<file path="config.mk">
export PLATFORM = sky130hd
export DESIGN_NAME = vuvmu_dcache_arb
export DESIGN_NICKNAME = d
export VERILOG_FILES = /design/src/rtl/vuvmu_dcache_arb_pkg.sv /design/src/rtl/vuvmu_dcache_arb_credit.sv /design/src/rtl/vuvmu_dcache_arb.sv
export SDC_FILE = /design/constraint.sdc
export NUM_CORES = 1
export LEC_CHECK = 0
export CAP_MARGIN = 5
export CORE_AREA = 2 2 174 176
export CTS_CLUSTER_DIAMETER = 50
export DETAILED_ROUTE_END_ITERATION = 16
export DIE_AREA = 0 0 176 178
export SLEW_MARGIN = 20
export SYNTH_ARGS = -nofsm -noshare
export SYNTH_HDL_FRONTEND = slang
export SYNTH_SLANG_ARGS = --single-unit
</file>
<file path="constraint.sdc">
create_clock -name clk_i -period 2.8 [get_ports clk_i]
set_input_delay 0.56 -clock clk_i [delete_from_list [all_inputs] [get_ports clk_i]]
set_output_delay 0.56 -clock clk_i [all_outputs]
set_load 0.02 [all_outputs]
</file>
<file path="src/rtl/vuvmu_dcache_arb_pkg.sv">
// rtl/vuvmu_dcache_arb_pkg.sv - shared constants, FSM encoding and tag helper for the D$ arbiter
package vuvmu_dcache_arb_pkg;

    localparam int ADDR_W      = 30;
    localparam int TAG_W       = 12;
    localparam int DATA_W      = 64;
    localparam int WMASK_W     = 8;
    localparam int OP_W        = 4;

    // Tag bit that carries the source ID on the way to the D$ and back.
    localparam int TAG_SRC_BIT = 11;

    // Write-no-response op: never consumes a credit.
    localparam logic [OP_W-1:0] M_XWR = 4'b0001;

    localparam logic SRC_V = 1'b0;
    localparam logic SRC_U = 1'b1;

    typedef enum logic [1:0] {
        ST_RUN   = 2'd0,
        ST_DRAIN = 2'd1,
        ST_DONE  = 2'd2
    } arb_state_e;

    // Replace the source-ID bit of a request tag with the granted source.
    function automatic logic [TAG_W-1:0] stamp_tag(input logic src, input logic [TAG_W-1:0] tag);
        return {src, tag[TAG_SRC_BIT-1:0]};
    endfunction

endpackage

</file>
<file path="src/rtl/vuvmu_dcache_arb_credit.sv">
// rtl/vuvmu_dcache_arb_credit.sv - per-source outstanding-response credit counter
module vuvmu_dcache_arb_credit
    import vuvmu_dcache_arb_pkg::*;
#(
    parameter int MAX_OUT = 8,
    parameter int CNT_SZ  = 4
) (
    input  logic              clk_i,
    input  logic              reset_i,
    input  logic              inc_i,
    input  logic              dec_i,
    output logic [CNT_SZ-1:0] cnt_o,
    output logic              full_o
);

    logic [CNT_SZ-1:0] cnt_q;
    logic [CNT_SZ-1:0] cnt_d;
    logic              underflow;

    // A response with nothing outstanding is absorbed; the count saturates at 0.
    assign underflow = dec_i && !inc_i && (cnt_q == '0);

    // Next count: simultaneous inc and dec cancel out.
    always_comb begin
        cnt_d = cnt_q;
        if (inc_i && !dec_i) begin
            cnt_d = cnt_q + CNT_SZ'(1);
        end else if (dec_i && !inc_i && !underflow) begin
            cnt_d = cnt_q - CNT_SZ'(1);
        end
    end

    // Count register, cleared by reset.
    always_ff @(posedge clk_i) begin
        if (!reset_i) begin
            cnt_q <= '0;
        end else begin
            cnt_q <= cnt_d;
        end
    end

`ifndef SYNTHESIS
    // Report responses that arrive with no request outstanding.
    always_ff @(posedge clk_i) begin
        if (reset_i && underflow) begin
            $display("%m: credit underflow, response with zero outstanding, count held at 0");
        end
    end
`endif

    assign cnt_o  = cnt_q;
    assign full_o = (cnt_q >= CNT_SZ'(MAX_OUT));

endmodule

</file>
<file path="src/rtl/vuvmu_dcache_arb.sv">
// rtl/vuvmu_dcache_arb.sv - round-robin arbiter sharing the D$ port between vector and UT VMU paths
module vuvmu_dcache_arb
    import vuvmu_dcache_arb_pkg::*;
#(
    parameter int MAX_OUT = 8,
    parameter int CNT_SZ  = 4
) (
    input  logic               clk_i,
    input  logic               reset_i,

    input  logic [ADDR_W-1:0]  vreq_addr_i,
    input  logic [TAG_W-1:0]   vreq_tag_i,
    input  logic [DATA_W-1:0]  vreq_data_i,
    input  logic [WMASK_W-1:0] vreq_wmask_i,
    input  logic [OP_W-1:0]    vreq_op_i,
    input  logic               vreq_val_i,
    output logic               vreq_rdy_o,

    input  logic [ADDR_W-1:0]  ureq_addr_i,
    input  logic [TAG_W-1:0]   ureq_tag_i,
    input  logic [DATA_W-1:0]  ureq_data_i,
    input  logic [WMASK_W-1:0] ureq_wmask_i,
    input  logic [OP_W-1:0]    ureq_op_i,
    input  logic               ureq_val_i,
    output logic               ureq_rdy_o,

    output logic [ADDR_W-1:0]  dcachereq_addr_o,
    output logic [TAG_W-1:0]   dcachereq_tag_o,
    output logic [DATA_W-1:0]  dcachereq_data_o,
    output logic [WMASK_W-1:0] dcachereq_wmask_o,
    output logic [OP_W-1:0]    dcachereq_op_o,
    output logic               dcachereq_val_o,
    input  logic               dcachereq_rdy_i,

    input  logic [DATA_W-1:0]  dcacheresp_data_i,
    input  logic [TAG_W-1:0]   dcacheresp_tag_i,
    input  logic               dcacheresp_val_i,
    output logic               vresp_val_o,
    output logic               uresp_val_o,

    input  logic               fence_req_i,
    output logic               fence_done_o,
    output logic               busy_o
);

    arb_state_e        state_q, state_d;
    logic              last_grant_q, last_grant_d;

    logic [CNT_SZ-1:0] vcnt, ucnt;
    logic              v_full, u_full;
    logic              accept;
    logic              v_elig, u_elig;
    logic              grant_u;
    logic              req_val;
    logic              fire;
    logic              v_inc, u_inc, v_dec, u_dec;
    logic              resp_src;

    // Response data and the low tag bits pass straight to both consumers; the
    // incoming request tag[11] is overwritten by the source stamp.
    logic              unused_ok;
    assign unused_ok = &{1'b0, vreq_tag_i[TAG_SRC_BIT], ureq_tag_i[TAG_SRC_BIT],
                         dcacheresp_data_i, dcacheresp_tag_i[TAG_SRC_BIT-1:0]};

    // Grants stop the very cycle a fence is raised, not one cycle later.
    assign accept = (state_q == ST_RUN) && !fence_req_i;
    assign v_elig = vreq_val_i && accept && ((vreq_op_i == M_XWR) || !v_full);
    assign u_elig = ureq_val_i && accept && ((ureq_op_i == M_XWR) || !u_full);

    // Round-robin pick: on contention favour the source that did not win last.
    always_comb begin
        grant_u = SRC_V;
        if (v_elig && u_elig) begin
            grant_u = ~last_grant_q;
        end else if (u_elig) begin
            grant_u = SRC_U;
        end
    end

    assign req_val = v_elig || u_elig;
    assign fire    = req_val && dcachereq_rdy_i;

    assign dcachereq_val_o   = req_val;
    assign dcachereq_addr_o  = grant_u ? ureq_addr_i  : vreq_addr_i;
    assign dcachereq_data_o  = grant_u ? ureq_data_i  : vreq_data_i;
    assign dcachereq_wmask_o = grant_u ? ureq_wmask_i : vreq_wmask_i;
    assign dcachereq_op_o    = grant_u ? ureq_op_i    : vreq_op_i;
    assign dcachereq_tag_o   = grant_u ? stamp_tag(SRC_U, ureq_tag_i)
                                       : stamp_tag(SRC_V, vreq_tag_i);

    assign vreq_rdy_o = req_val && (grant_u == SRC_V) && dcachereq_rdy_i;
    assign ureq_rdy_o = req_val && (grant_u == SRC_U) && dcachereq_rdy_i;

    assign last_grant_d = fire ? grant_u : last_grant_q;

    assign resp_src    = dcacheresp_tag_i[TAG_SRC_BIT];
    assign vresp_val_o = dcacheresp_val_i && (resp_src == SRC_V);
    assign uresp_val_o = dcacheresp_val_i && (resp_src == SRC_U);

    assign v_inc = fire && (grant_u == SRC_V) && (vreq_op_i != M_XWR);
    assign u_inc = fire && (grant_u == SRC_U) && (ureq_op_i != M_XWR);
    assign v_dec = vresp_val_o;
    assign u_dec = uresp_val_o;

    vuvmu_dcache_arb_credit #(
        .MAX_OUT (MAX_OUT),
        .CNT_SZ  (CNT_SZ)
    ) u_vcredit (
        .clk_i   (clk_i),
        .reset_i (reset_i),
        .inc_i   (v_inc),
        .dec_i   (v_dec),
        .cnt_o   (vcnt),
        .full_o  (v_full)
    );

    vuvmu_dcache_arb_credit #(
        .MAX_OUT (MAX_OUT),
        .CNT_SZ  (CNT_SZ)
    ) u_ucredit (
        .clk_i   (clk_i),
        .reset_i (reset_i),
        .inc_i   (u_inc),
        .dec_i   (u_dec),
        .cnt_o   (ucnt),
        .full_o  (u_full)
    );

    // Fence FSM next state: drain on request, report done, release on drop.
    always_comb begin
        state_d      = state_q;
        fence_done_o = 1'b0;
        unique case (state_q)
            ST_RUN: begin
                if (fence_req_i) begin
                    state_d = ST_DRAIN;
                end
            end
            ST_DRAIN: begin
                if ((vcnt == '0) && (ucnt == '0)) begin
                    state_d = ST_DONE;
                end
            end
            ST_DONE: begin
                fence_done_o = 1'b1;
                if (!fence_req_i) begin
                    state_d = ST_RUN;
                end
            end
            default: begin
                state_d = ST_RUN;
            end
        endcase
    end

    // FSM state and round-robin pointer registers.
    always_ff @(posedge clk_i) begin
        if (!reset_i) begin
            state_q      <= ST_RUN;
            last_grant_q <= SRC_V;
        end else begin
            state_q      <= state_d;
            last_grant_q <= last_grant_d;
        end
    end

    assign busy_o = (vcnt != '0) || (ucnt != '0) || vreq_val_i || ureq_val_i;

endmodule

</file>
* Yosys cells after proc, flatten, opt, wreduce, memory -nomap -nowiden *
Cells that the tools add are included.

word-level totals
  bits in registers = 11
  output and inout bits = 125

operators by class
  equality and inequality tests = 9
  muxes and demuxes = 16
  order comparisons = 2
  $add $sub $neg = 4
  bitwise operators = 3
  reductions and logical operators = 49

operators with widths
  kind                 number
  $mux 64              1
  $mux 30              1
  $logic_and 1x1->1    26
  $mux 4               5
  $mux 12              1
  $logic_not 1->1      9
  $add 4x1->4 const B  2
  $eq 4x1->1 const B   2
  $ge 4x4->1 const B   2
  $logic_not 4->1      2
  $mux 8               1
  $ne 4x1->1 const B   2
  $reduce_bool 4->1    2
  $sub 4x1->4 const B  2
  $logic_or 1x1->1     6
  $mux 2               3
  $ne 2x2->1 const B   3
  $pmux 2 s3           1
  $reduce_bool 2->1    2
  $mux 1               3
  $not 1->1            3
  $reduce_and 3->1     1
  $eq 2x1->1 const B   1
  $eq 2x2->1 const B   1
  $logic_not 2->1      1

* Logic depth before layout (Yosys ltp) *
Gate-level depths: netlist of the first run.

  depth after elaboration = 16
  depth in mapped cells = 12

* Cells and area by module *
From an unflattened synthesis of the first run, not the netlist that was laid out.

second synthesis, totals
  cell total of the unflattened synthesis = 220
  area total of the unflattened synthesis = 2,752.6 µm²

modules (own cells, without submodules)
  module                   area an instance (µm²)  times used  cells each
  vuvmu_dcache_arb         2,207.1                 1           164
  vuvmu_dcache_arb_credit  272.8                   2           28

* Worst setup path after synthesis of the first run *
No wires, ideal clock.

  path type = input to register
  start = in ureq_op_i[2]
  end = reg u_ucredit.cnt_q[3] (netlist: u_ucredit.cnt_o[3])
  library setup time = 0.122 ns
  path buffers = 2
  required time = 2.678 ns
  slack = -0.171 ns
  stages = 12
  data arrival time = 2.849 ns
  path through = or4b_1 > a21o_1 > nor2_2 > buf_6 > buf_6 > nand2_1 > ha_1 > a21o_1 > a21oi_1 > nor2b_1 > mux2i_1 > mux2i_1

between the ends
  cells in the longest elaborated chain, start to end = 13
  elaborated cells between the ends (all ways) = 19
  classes of those cells = eq/ne (2); mux (3); reduce/logical (14)

ends and longest elaborated chain
  element                                             line                                                          source
  from (decl)                                         vuvmu_dcache_arb.sv:23                                        input logic [OP_W-1:0] ureq_op_i,
  $eq 4x1->1 *                                        vuvmu_dcache_arb.sv:68                                        assign u_elig = ureq_val_i && accept && ((ureq_op_i == M_XWR) || !u_full);
  $logic_or 1x1->1 *                                  vuvmu_dcache_arb.sv:68
  $logic_and 1x1->1 *                                 vuvmu_dcache_arb.sv:68
  $mux 1 / $logic_and 1x1->1 (equally long branches)  vuvmu_dcache_arb.sv:75, vuvmu_dcache_arb.sv:73
  $mux 1 *                                            vuvmu_dcache_arb.sv:73                                        if (v_elig && u_elig) begin
  via grant_u                                         vuvmu_dcache_arb.sv:53                                        logic grant_u;
  $logic_and 1x1->1 * (2 in series)                   vuvmu_dcache_arb.sv:101                                       assign u_inc = fire && (grant_u == SRC_U) && (ureq_op_i != M_XWR);
  $logic_not 1->1                                     vuvmu_dcache_arb_credit.sv:21, vuvmu_dcache_arb_credit.sv:28
  $logic_and 1x1->1                                   vuvmu_dcache_arb_credit.sv:21, vuvmu_dcache_arb_credit.sv:28
  $logic_and 1x1->1                                   vuvmu_dcache_arb_credit.sv:21                                 assign underflow = dec_i && !inc_i && (cnt_q == '0);
  $logic_not 1->1                                     vuvmu_dcache_arb_credit.sv:28                                 end else if (dec_i && !inc_i && !underflow) begin
  $logic_and 1x1->1                                   vuvmu_dcache_arb_credit.sv:28
  $reduce_bool 2->1 (no line)                         -
  to (signal assigned)                                vuvmu_dcache_arb_credit.sv:38                                 cnt_q <= cnt_d;
  to (decl)                                           vuvmu_dcache_arb_credit.sv:16                                 logic [CNT_SZ-1:0] cnt_q;

Mark *: on every way through the listed nets, which the timed path passes. The rest lies on a longest branch.
A chain may end at the register's enable or synchronous reset.

* Worst setup path in the final report of the first run *
  start = in ureq_op_i[2]
  end = out dcachereq_data_o[20]

between the ends
  cells in the longest elaborated chain, start to end = 6
  elaborated cells between the ends (all ways) = 7
  classes of those cells = eq/ne (1); mux (3); reduce/logical (3)

ends and longest elaborated chain
  element                                             line                                            source
  $eq 4x1->1 *                                        vuvmu_dcache_arb.sv:68
  $logic_or 1x1->1 *                                  vuvmu_dcache_arb.sv:68
  $logic_and 1x1->1 *                                 vuvmu_dcache_arb.sv:68
  $mux 1 / $logic_and 1x1->1 (equally long branches)  vuvmu_dcache_arb.sv:75, vuvmu_dcache_arb.sv:73
  $mux 1 *                                            vuvmu_dcache_arb.sv:73
  $mux 64 *                                           vuvmu_dcache_arb.sv:85                          assign dcachereq_data_o = grant_u ? ureq_data_i : vreq_data_i;
  to (decl)                                           vuvmu_dcache_arb.sv:29                          output logic [DATA_W-1:0] dcachereq_data_o,

Every way passes the cells marked *; elsewhere a longest branch is shown, timed or not.

==> results of run 1 <==
final cells by class:
type / instances / area share
timing repair buffer: 424 / 0.5853
multi-input combinational: 199 / 0.3091
tap: 390 / 0.06388
sequential: 11 / 0.02883
clock buffer: 4 / 0.01032
inverter: 4 / 0.001966
antenna: 2 / 0.0006552
flip-flops by register name, summed over array words and instances (netlist names):
| name | count |
|---|---|
| u_ucredit.cnt_o | 4 |
| last_grant_q | 1 |
| state_q | 2 |
| u_vcredit.cnt_o | 4 |
layer usage:
| metal | track usage | vias up | share of wire |
|---|---|---|---|
| met5 | 0 | - | 0 |
| met4 | 0.01033 | 0 | 0.0064 |
| met3 | 0.02643 | 10 | 0.082 |
| met2 | 0.1795 | 174 | 0.48 |
| met1 | 0.1399 | 1635 | 0.43 |
| li1 | - | 1681 | - |
timing repair:
item,4_1_cts,5_1_grt
pin swaps,6,8
endpoints found under the setup margin,127,123
hold buffers,0,0
gates resized for setup,760,98
buffers inserted,17,9
gates cloned,9,2
worst min path at each step:
| stage | startpoint | end | slack (ns) | cells past startpoint |
|---|---|---|---|---|
| 6_report | u_ucredit.cnt_o[2] | u_ucredit.cnt_o[2] | 0.48 | 2 |
| 2_1_floorplan | u_ucredit.cnt_o[2] | u_ucredit.cnt_o[2] | 0.45 | 2 |
| 3_5_place_dp | u_ucredit.cnt_o[2] | u_ucredit.cnt_o[2] | 0.48 | 2 |
| 3_3_place_gp | u_ucredit.cnt_o[2] | u_ucredit.cnt_o[2] | 0.46 | 2 |
| 4_1_cts | u_ucredit.cnt_o[2] | u_ucredit.cnt_o[2] | 0.49 | 2 |
| 5_1_grt | u_ucredit.cnt_o[2] | u_ucredit.cnt_o[2] | 0.51 | 2 |
report_power, final:
group          leakage, nW  internal (mW)  switching [mW]
Combinational         3.14           1.72            1.19
Sequential          0.0898          0.201          0.0457
Clock               0.0382          0.192          0.0761
per-stage QoR:
stage	setup TNS, ns	hold slack [ns]	util	power, mW	worst slack (ns)
global placement	-120.09	0.4643	0.2240	2.453	-1.072
finish	-20.43	0.4832	0.2598	3.418	-0.2302
floorplan	0	0.4498	-	1.355	0.01987
detailed placement	-125.45	0.4846	0.2240	2.463	-1.114
CTS	-31.84	0.4906	0.2516	3.325	-0.3227
global route	-27.07	0.5101	0.2596	3.600	-0.2877
tightest hold or removal path, stage by stage (launching register included):
cell and delay (ns):
dfxtp_1 0.32, nand2_1 0.06, mux2i_1 0.06
synthesized netlist by cell type, drive strengths merged:
library cell and count:
a2bb2oi 1, mux2 117, o22ai 1, clkbuf 1
nor4 3, xnor2 2, nand3b 1, nand2b 4
a21o 3, nor2 7, a21oi 4, o32ai 1
dfxtp 11, xor2 1, o21ai 2, nand2 19
nor4b 1, buf 14, or4b 2, inv 4
nand3 2, and3 1, o211a 1, a211oi 1
ha 4, or4 1, mux2i 9, nor2b 3
and2 2, a2111oi 1, or3b 1, fa 2
nor3 2
logic make-up (layout without fill, tap and decap cells):
family	count (synthesis)	in the layout
AO/OA/AOI/OAI	15	15
XOR/XNOR	3	3
adder cells (fa/ha/maj)	6	6
buffers and inverters	19	432
flip-flops	11	11
multiplexers	126	126
other	0	2
AND/OR/NAND/NOR	49	49
==> flow_summary.json, run 1 <==
{
  "routed_wl_um": 18530,
  "number_of_optimization_iterations_in_the_first_detailed_route_pass": 4,
  "gp_congestion": 0.7627,
  "syn_area_mm2": 0.002288,
  "fp.coreArea_mm2": 0.02940,
  "skew_ns": 0.003225,
  "mappedNetlistNets": 554,
  "antenna_found_initial": 2,
  "top_area_cells_in_the_synthesized_netlist": "mux2_1, dfxtp_1, mux2_2",
  "timing.max_cap.violations": 0,
  "clk_path_buf_depth": 2,
  "timing.rr.end": "u_ucredit.cnt_o[3]",
  "die_height_um": 178,
  "finalHoldViolCount": 0,
  "crit_family": "simple AND/OR/NAND/NOR gates",
  "routedWlPerCell_um": 17.92,
  "share_of_the_synthesized_area_in_compound_gates_ao_oa_aoi_oai": 0.04975,
  "layout.nets": 968,
  "detail_route.iter0.violations": 85,
  "die-width_um": 176,
  "violations": "setup timing",
  "placement_rows": 63,
  "design.portCount": 444,
  "rsz0062_at_grt": "true",
  "worstSetupEndpointType": "output pin",
  "worstPathMaxFanout": 6,
  "floorplan.die_area_mm2": 0.03133,
  "total_clock_buffers_created_by_cts": 3,
  "multiInputGateArea_mm2": 0.002361,
  "worst_ep_arrival_time_ns": 2.47,
  "synth.mux.area_fraction": 0.6151,
  "synth.avg_cell_area_um2": 9.993,
  "cp_num_cells": 9,
  "layout_overhead_on_the_synthesized_area_pct": 233.8,
  "crit_buf_inv": 5,
  "netlist_instances": 229,
  "leading_cell_type_in_the_layout_fill_and_taps_excluded": "clkdlybuf4s50_1",
  "ff2ff_path_depth": 13,
  "vdd.ir_drop.worst_v": 0.0002506,
  "hold_class": "flip-flop to flip-flop",
  "ys_seq_area_frac": 0.09623,
  "final-setup-viol-count": 119,
  "port_buffers": 366,
  "post_synthesis_xor_xnor_area_fraction": 0.01148,
  "worst-slew-pin-transition_ns": 0.3668,
  "num-fill-cells": 3110,
  "max_slew_margin": 0.7492,
  "grt_max_degree": 17,
  "timing.critical_path.cells": "buf_6 -> or4b_4 -> a21o_1 -> nor2_4 -> buf_12 -> buf_12 -> buf_16 -> mux2_4 -> buf_6",
  "globalRoute.totalOverflow": 0,
  "drc": 0,
  "route.antenna.remaining_nets": 0,
  "detailed_place.area_mm2": 0.006586,
  "ff_latch_area_um2": 220.2,
  "yosys.area.top_type": "mux2_1",
  "power.static_leakage_nw": 3.266,
  "globalRouteTotalUtil": 0.1057,
  "power_per_cell_area_mw_per_mm2": 447.4,
  "setup_slack_ns": -0.2302,
  "num_vias": 3500,
  "first_global_vias": 3605,
  "synth-adder-area-share": 0.03937,
  "clkSinkCount": 11,
  "layout.cells.most_common_list": "clkdlybuf4s50_1, buf_6, mux2_4",
  "grt_pass1_wl_um": 24370,
  "maxSlewViolCount": 0,
  "synth_top_cell_area_share": 0.4921,
  "reg2reg_setup_slack_ns": 0.11,
  "share_of_synthesized_cell_area_in_and_or_nand_and_nor_gates": 0.1208,
  "cts.clk_slew.worst_paths_ns": 0.04,
  "start_util": 0.07783,
  "setup.worst_path.start_class": "primary input",
  "dp_hpwl_um": 14720,
  "synth_cell_types": 39,
  "largest_family_of_logic_cells_by_synthesized_area": "multiplexers",
  "clock_tree_from_tritoncts": "built",
  "worst-endpoint-required_ns": 2.24,
  "final_layout_size_suffix_gt1_frac": 0.4704,
  "slowest_delay_ns": 0.56,
  "maxClockFrequency_mhz": 330.0,
  "placedCellCount": 999,
  "finalCritPeriodShare": 1.082,
  "synth-warning-count": 0,
  "critical_path_class": "primary input to output pin",
  "worst_setup_path_endpoint": "dcachereq_data_o[20]",
  "clock_latency_ns": 0.24,
  "slowest_stage": "or4b_4",
  "synth_seq_cells": 11,
  "cts-root-buf": "clkbuf_16",
  "final-instance-count-excl-fill": 1034,
  "timing.critical_path.from": "ureq_op_i[2]",
  "worst_r2r_startpoint": "state_q[0]",
  "outcome": "finished, violations left",
  "htree_num_levels": 1,
  "period_minus_slack_ns": 3.030,
  "viasPerCell": 3.385,
  "design_area_mm2": 0.007639
}
(Power assumes the default switching activity.)
==> run 2, diff against run 1 <==
Settings changed: ABC_AREA from default to 1, TNS_END_PERCENT from default to 1.
==> flow_summary.json, run 2 <==
{
  "die-width_um": 176,
  "globalRouteTotalUtil": 0.1002,
  "globalRoute.totalOverflow": 0,
  "mappedNetlistNets": 823,
  "netlist_instances": 498,
  "setup_slack_ns": 0.2033,
  "worstPathMaxFanout": 6,
  "ys_seq_area_frac": 0.09670,
  "timing.max_cap.violations": 0,
  "worst_r2r_startpoint": "state_q[0]",
  "detail_route.iter0.violations": 136,
  "timing.critical_path.from": "ureq_op_i[1]",
  "net-switching-power_mw": 1.112,
  "yosys.area.top_type": "nand2_1",
  "rsz0062_at_grt": "false",
  "report.power.total_mw": 2.510,
  "layout_overhead_on_the_synthesized_area_pct": 211.4,
  "dp_hpwl_um": 13410,
  "hold_start": "state_q[0]",
  "htree_num_levels": 1,
  "cts.clk_slew.worst_paths_ns": 0.04,
  "fp.coreArea_mm2": 0.02940,
  "power.share.combinational": 0.807,
  "setup.worst_path.start_class": "primary input",
  "max_slew_margin": 0.7075,
  "reg2reg_setup_slack_ns": 0.36,
  "first_global_vias": 4359,
  "final_layout_size_suffix_gt1_frac": 0.2666,
  "maxSlewViolCount": 0,
  "ctsHoldBuffers": 0,
  "worst_ep_arrival_time_ns": 2.04,
  "leading_cell_type_in_the_layout_fill_and_taps_excluded": "nand2_1",
  "routedWlPerCell_um": 13.92,
  "synth-warning-count": 0,
  "maxClockFrequency_mhz": 385.1,
  "design.portCount": 444,
  "finalCritPeriodShare": 0.9274,
  "worstSetupEndpointType": "output pin",
  "hold_class": "flip-flop to flip-flop",
  "critical_path_class": "primary input to output pin",
  "cts-root-buf": "clkbuf_16",
  "vdd.ir_drop.worst_v": 0.0001600,
  "placement_rows": 63,
  "die_height_um": 178,
  "clock_tree_from_tritoncts": "built",
  "grt_max_degree": 26,
  "port_buffers": 366,
  "num_vias": 4456,
  "cellInternalPower_mw": 1.399,
  "grt_pass1_wl_um": 24450,
  "synth_cell_types": 25,
  "number_of_optimization_iterations_in_the_first_detailed_route_pass": 4,
  "synth.avg_cell_area_um2": 4.573,
  "seqPwrFrac": 0.088,
  "power_per_cell_area_mw_per_mm2": 354.0,
  "top_area_cells_in_the_synthesized_netlist": "nand2_1, dfxtp_1, buf_2",
  "worst-endpoint-required_ns": 2.24,
  "timing.rr.end": "u_vcredit.cnt_o[3]",
  "floorplan.die_area_mm2": 0.03133,
  "power.static_leakage_nw": 3.485,
  "synth_top_cell_area_share": 0.6082,
  "period_minus_slack_ns": 2.597,
  "viasPerCell": 3.481,
  "syn_area_mm2": 0.002277,
  "clk_path_buf_depth": 2,
  "outcome": "finished, final reports clean",
  "timing.hold.worst_endpoint": "state_q[1]",
  "route.antenna.remaining_nets": 0,
  "gp_congestion": 0.8054,
  "drc": 0,
  "swShare": 0.4429,
  "start_util": 0.07745,
  "placement.setup.worst_slack_ns": -0.4982,
  "ff2ff_path_depth": 17,
  "final-setup-viol-count": 0,
  "synth.most_common_cell": "nand2_1",
  "synthArstFlopShare": 0,
  "clock_latency_ns": 0.24,
  "num-fill-cells": 3279,
  "p_clk_frac": 0.105,
  "synth_ff_type": "dfxtp_1",
  "antenna_found_initial": 1,
  "holdPathStages": 2,
  "synth-edff-count": 0,
  "clkSinkCount": 11,
  "layout.nets": 1215,
  "worst-slew-pin-transition_ns": 0.4347,
  "layout.cells.most_common_list": "nand2_1, clkdlybuf4s50_1, buf_4",
  "synth.cells.most_frequent": "nand2_1, inv_1, nor2_1, buf_2, dfxtp_1",
  "finalHoldViolCount": 0,
  "skew_ns": 0.0008702,
  "synth_seq_cells": 11,
  "routed_wl_um": 17820,
  "total_clock_buffers_created_by_cts": 3
}
## run 2: cell types whose count changed in the layout (fill, tap and decap cells not counted), moves of 9 or more
cell / previous run / this run
nand2_1: 18 / 326
mux2i_1: 9 / 0
nor2_1: 6 / 15
mux2_4: 96 / 0
buf_6: 106 / 38
dlymetal6s2s_1: 0 / 10
inv_1: 4 / 18
buf_4: 27 / 68
mux2_1: 19 / 0
nand2_2: 0 / 39
buf_2: 23 / 36
## run 2: stage by stage
stage / instance area, µm² / setup TNS, ns / hold slack, ns / cells / util
2_1_floorplan: 2277 / 0 / 0.4777 / 498 / -
3_3_place_gp: 6631 / -52.90 / 0.5040 / 1259 / 0.2255
3_5_place_dp: 6631 / -52.47 / 0.5161 / 1259 / 0.2255
4_1_cts: 6822 / -1.741 / 0.5227 / 1274 / 0.2320
5_1_grt: 7088 / 0 / 0.5372 / 1279 / 0.2411
6_report: 7091 / 0 / 0.5180 / 1280 / 0.2412
## run 2: final cells by class
class                           instances  area, µm²  share of cell area
Inverter                               21      91.34             0.01288
Multi-Input combinational cell        439       2073              0.2924
Tap cell                              390      488.0             0.06882
Timing Repair Buffer                  414       4136              0.5834
Sequential cell                        11      220.2             0.03106
Clock buffer                            4      78.83             0.01112
Antenna cell                            1      2.502           0.0003529
## run 2: critical path: stages
cell            delay, ns
dlymetal6s2s_1       0.14
nor2_1               0.14
nand2_2              0.09
a21oi_4              0.16
buf_12               0.12
nand2_8              0.09
buf_12               0.15
buf_4                0.14
buf_16               0.14
nand2_2              0.06
nand2_2              0.08
buf_6                0.14
## run 2: repair_timing
item | in CTS | in global routing
gates cloned | 7 | 2
setup buffers | 4 | 5
resized for setup | 598 | 85
pin swaps | 5 | 27
endpoints found under the setup margin | 120 | 122
## run 2: power groups by stage
stage	Sequential, mW	Clock (mW)	Combinational [mW]
final	0.221	0.263	2.03
after global routing	0.227	0.277	2.19
after CTS	0.218	0.269	1.96
after detailed placement	0.218	0	1.87
after global placement	0.217	0	1.86
after floorplan	0.211	0	0.826
## run 2: cell families after synthesis
family,share of synthesized area
AOI/OAI and AO/OA,0.05934
xor gates and xnor gates,0.007694
adders and majority gates,0.03956
buffers and inverters,0.09561
DFF,0.09670
and+or+nand+nor,0.7011
## run 2: how the worst max path moves through the flow
stage,slack [ns],cells after the start,end
final,0.20,12,dcachereq_data_o[4]
after CTS,-0.10,11,dcachereq_wmask_o[7]
after global routing,0.08,20,u_vcredit.cnt_o[3]
after floorplan,0.45,16,u_ucredit.cnt_o[3]
after detailed placement,-0.50,12,dcachereq_tag_o[0]
after global placement,-0.51,11,dcachereq_data_o[39]
## run 2: metal layers
layer  vias to the layer above  share of wire  GRT usage
li1                       2285              -          -
met1                      1980           0.39     0.1127
met2                       181           0.53     0.1985
met3                        10          0.068    0.01833
met4                         0          0.012    0.01412
met5                         -              0          0
==> run 3, diff against run 2 <==
--- a/config.mk
+++ b/config.mk
@@ -13,2 +13,3 @@
 export DIE_AREA = 0 0 176 178
+export SKIP_CTS_REPAIR_TIMING = 1
 export SLEW_MARGIN = 20
==> constraint.sdc (replaced) <==
create_clock -name clk_i -period 2.8 [get_ports clk_i]
set_input_delay 0.42 -clock clk_i [delete_from_list [all_inputs] [get_ports clk_i]]
set_output_delay 0.42 -clock clk_i [all_outputs]
set_load 0.02 [all_outputs]
==> flow_summary.json, run 3 (same netlist as run 2, synthesis figures left out) <==
{
  "layout_overhead_on_the_synthesized_area_pct": 207.7,
  "clock_tree_from_tritoncts": "built",
  "design.portCount": 444,
  "placedCellCount": 1259,
  "hold_class": "flip-flop to flip-flop",
  "vdd.ir_drop.worst_v": 0.0001829,
  "cellInternalPower_mw": 1.307,
  "die-width_um": 176,
  "power.static_leakage_nw": 4.175,
  "num-fill-cells": 3217,
  "port_buffers": 366,
  "swShare": 0.4320,
  "clock_latency_ns": 0.24,
  "clkSinkCount": 11,
  "floorplan.die_area_mm2": 0.03133,
  "holdPathStages": 1,
  "fin_worst_hold_slack_ns": 0.5139,
  "finalHoldViolCount": 0,
  "period_minus_slack_ns": 2.628,
  "route.antenna.remaining_nets": 0,
  "total_clock_buffers_created_by_cts": 3,
  "routed_wl_um": 15660,
  "worstPathMaxFanout": 13,
  "globalRoute.totalOverflow": 0,
  "cts-root-buf": "clkbuf_16",
  "routedWlPerCell_um": 12.40,
  "maxClockFrequency_mhz": 380.5,
  "setup.worst_path.start_class": "primary input",
  "antenna_found_initial": 1,
  "worst_ep_arrival_time_ns": 2.76,
  "number_of_optimization_iterations_in_the_first_detailed_route_pass": 4,
  "setup_slack_ns": 0.1717,
  "gp_congestion": 0.7782,
  "rsz0062_at_grt": "true",
  "final-instance-count-excl-fill": 1263,
  "htree_num_levels": 1,
  "first_global_vias": 3901,
  "start_util": 0.07745,
  "cts.clk_slew.worst_paths_ns": 0.04,
  "worst-slew-pin-transition_ns": 0.4098,
  "final_util": 0.2383,
  "layout.nets": 1199,
  "seqPwrFrac": 0.095,
  "final-setup-viol-count": 0,
  "num_antenna_cells": 0,
  "viasPerCell": 3.340,
  "worstSetupEndpointType": "flip-flop",
  "report.power.total_mw": 2.300,
  "globalRouteTotalUtil": 0.08594,
  "placement_rows": 63,
  "timing.max_cap.violations": 0,
  "dp_hpwl_um": 13310,
  "die_height_um": 178,
  "num_vias": 4219,
  "finalCritPeriodShare": 0.9387,
  "placement.setup.worst_slack_ns": -0.2800,
  "leading_cell_type_in_the_layout_fill_and_taps_excluded": "nand2_1",
  "maxSlewViolCount": 0,
  "power_per_cell_area_mw_per_mm2": 328.3,
  "drc": 0,
  "detail_route.iter0.violations": 136,
  "p_clk_frac": 0.115,
  "fp.coreArea_mm2": 0.02940,
  "final_layout_size_suffix_gt1_frac": 0.07216,
  "grt_max_degree": 55,
  "clk_path_buf_depth": 2,
  "net-switching-power_mw": 0.9937,
  "worst-endpoint-required_ns": 2.93,
  "layout.cells.most_common_list": "nand2_1, clkdlybuf4s50_1, dlymetal6s2s_1",
  "outcome": "finished, final reports clean",
  "ff2ff_path_depth": 15,
  "power.share.combinational": 0.790,
  "skew_ns": 0.004290,
  "critical_path_class": "primary input to flip-flop",
  "max_slew_margin": 0.7242,
  "grt_pass1_wl_um": 21200
}
-- run 3: changes by cell type in the layout (fill, tap and decap cells not counted), moves of 3 or more --
cell             previous run  this run
buf_16                      7         0
buf_2                      36         1
buf_4                      68        23
buf_6                      38         0
buf_8                       3         0
clkbuf_2                    0         7
clkdlybuf4s15_2             4         0
clkdlybuf4s50_1           234       246
dlymetal6s2s_1             10       111
nand2_1                   326       368
nand2_2                    39         4
nand2_4                     8         2
-- run 3: path summary, 6_finish.rpt --
kind,startpoint,end,slack (ns)
setup / recovery,vreq_op_i[0],u_vcredit.cnt_o[3],0.17
hold / removal,u_ucredit.cnt_o[0],u_ucredit.cnt_o[0],0.51
setup reg to reg,state_q[0],u_ucredit.cnt_o[3],0.45
hold reg to reg,u_ucredit.cnt_o[0],u_ucredit.cnt_o[0],0.51
-- run 3: layout make-up --
type                            instances  area, µm²  share of cell area
Sequential cell                        11      220.2             0.03143
Inverter                               21      80.08             0.01143
Tap cell                              390      488.0             0.06964
Multi-Input combinational cell        439       1876              0.2677
Clock buffer                            4      78.83             0.01125
Timing Repair Buffer                  398       4264              0.6086
-- run 3: layer usage --
metal	part of all wire	global-route usage	vias to the layer above
li1	-	-	2249
met2	0.53	0.1663	169
met4	0.0043	0.01033	0
met3	0.068	0.01343	6
met5	0	0	-
met1	0.40	0.1018	1795
-- run 3: worst max-delay path, stage by stage --
cell and delay (ns):
clkdlybuf4s50_1 0.48, inv_1 0.05, nor2_2 0.08, nand2_2 0.08
nand2_2 0.08, nand3_2 0.10, nand2_4 0.12, buf_12 0.17
buf_12 0.14, nand4_4 0.12, ha_4 0.25, nand2_1 0.06
nand2_1 0.05, a31oi_2 0.17, nand4_1 0.13, nand3_2 0.10
nand2_1 0.05, nand2_1 0.05, nor2_1 0.04
-- run 3: metrics by stage --
stage	instance area [µm²]	TNS (ns)
final	7007	0
after global routing	7007	-0.2019
after CTS	6738	-24.92
after detailed placement	6659	-25.14
after global placement	6659	-23.93
after floorplan	2277	0
-- run 3: power groups by stage --
stage               combinational (mW)  clock [mW]  sequential (mW)
finish                            1.82       0.265            0.218
global route                      1.96       0.281            0.222
CTS                               1.89       0.272            0.215
detailed placement                1.88           0            0.218
global placement                  1.87           0            0.216
floorplan                        0.826           0            0.211
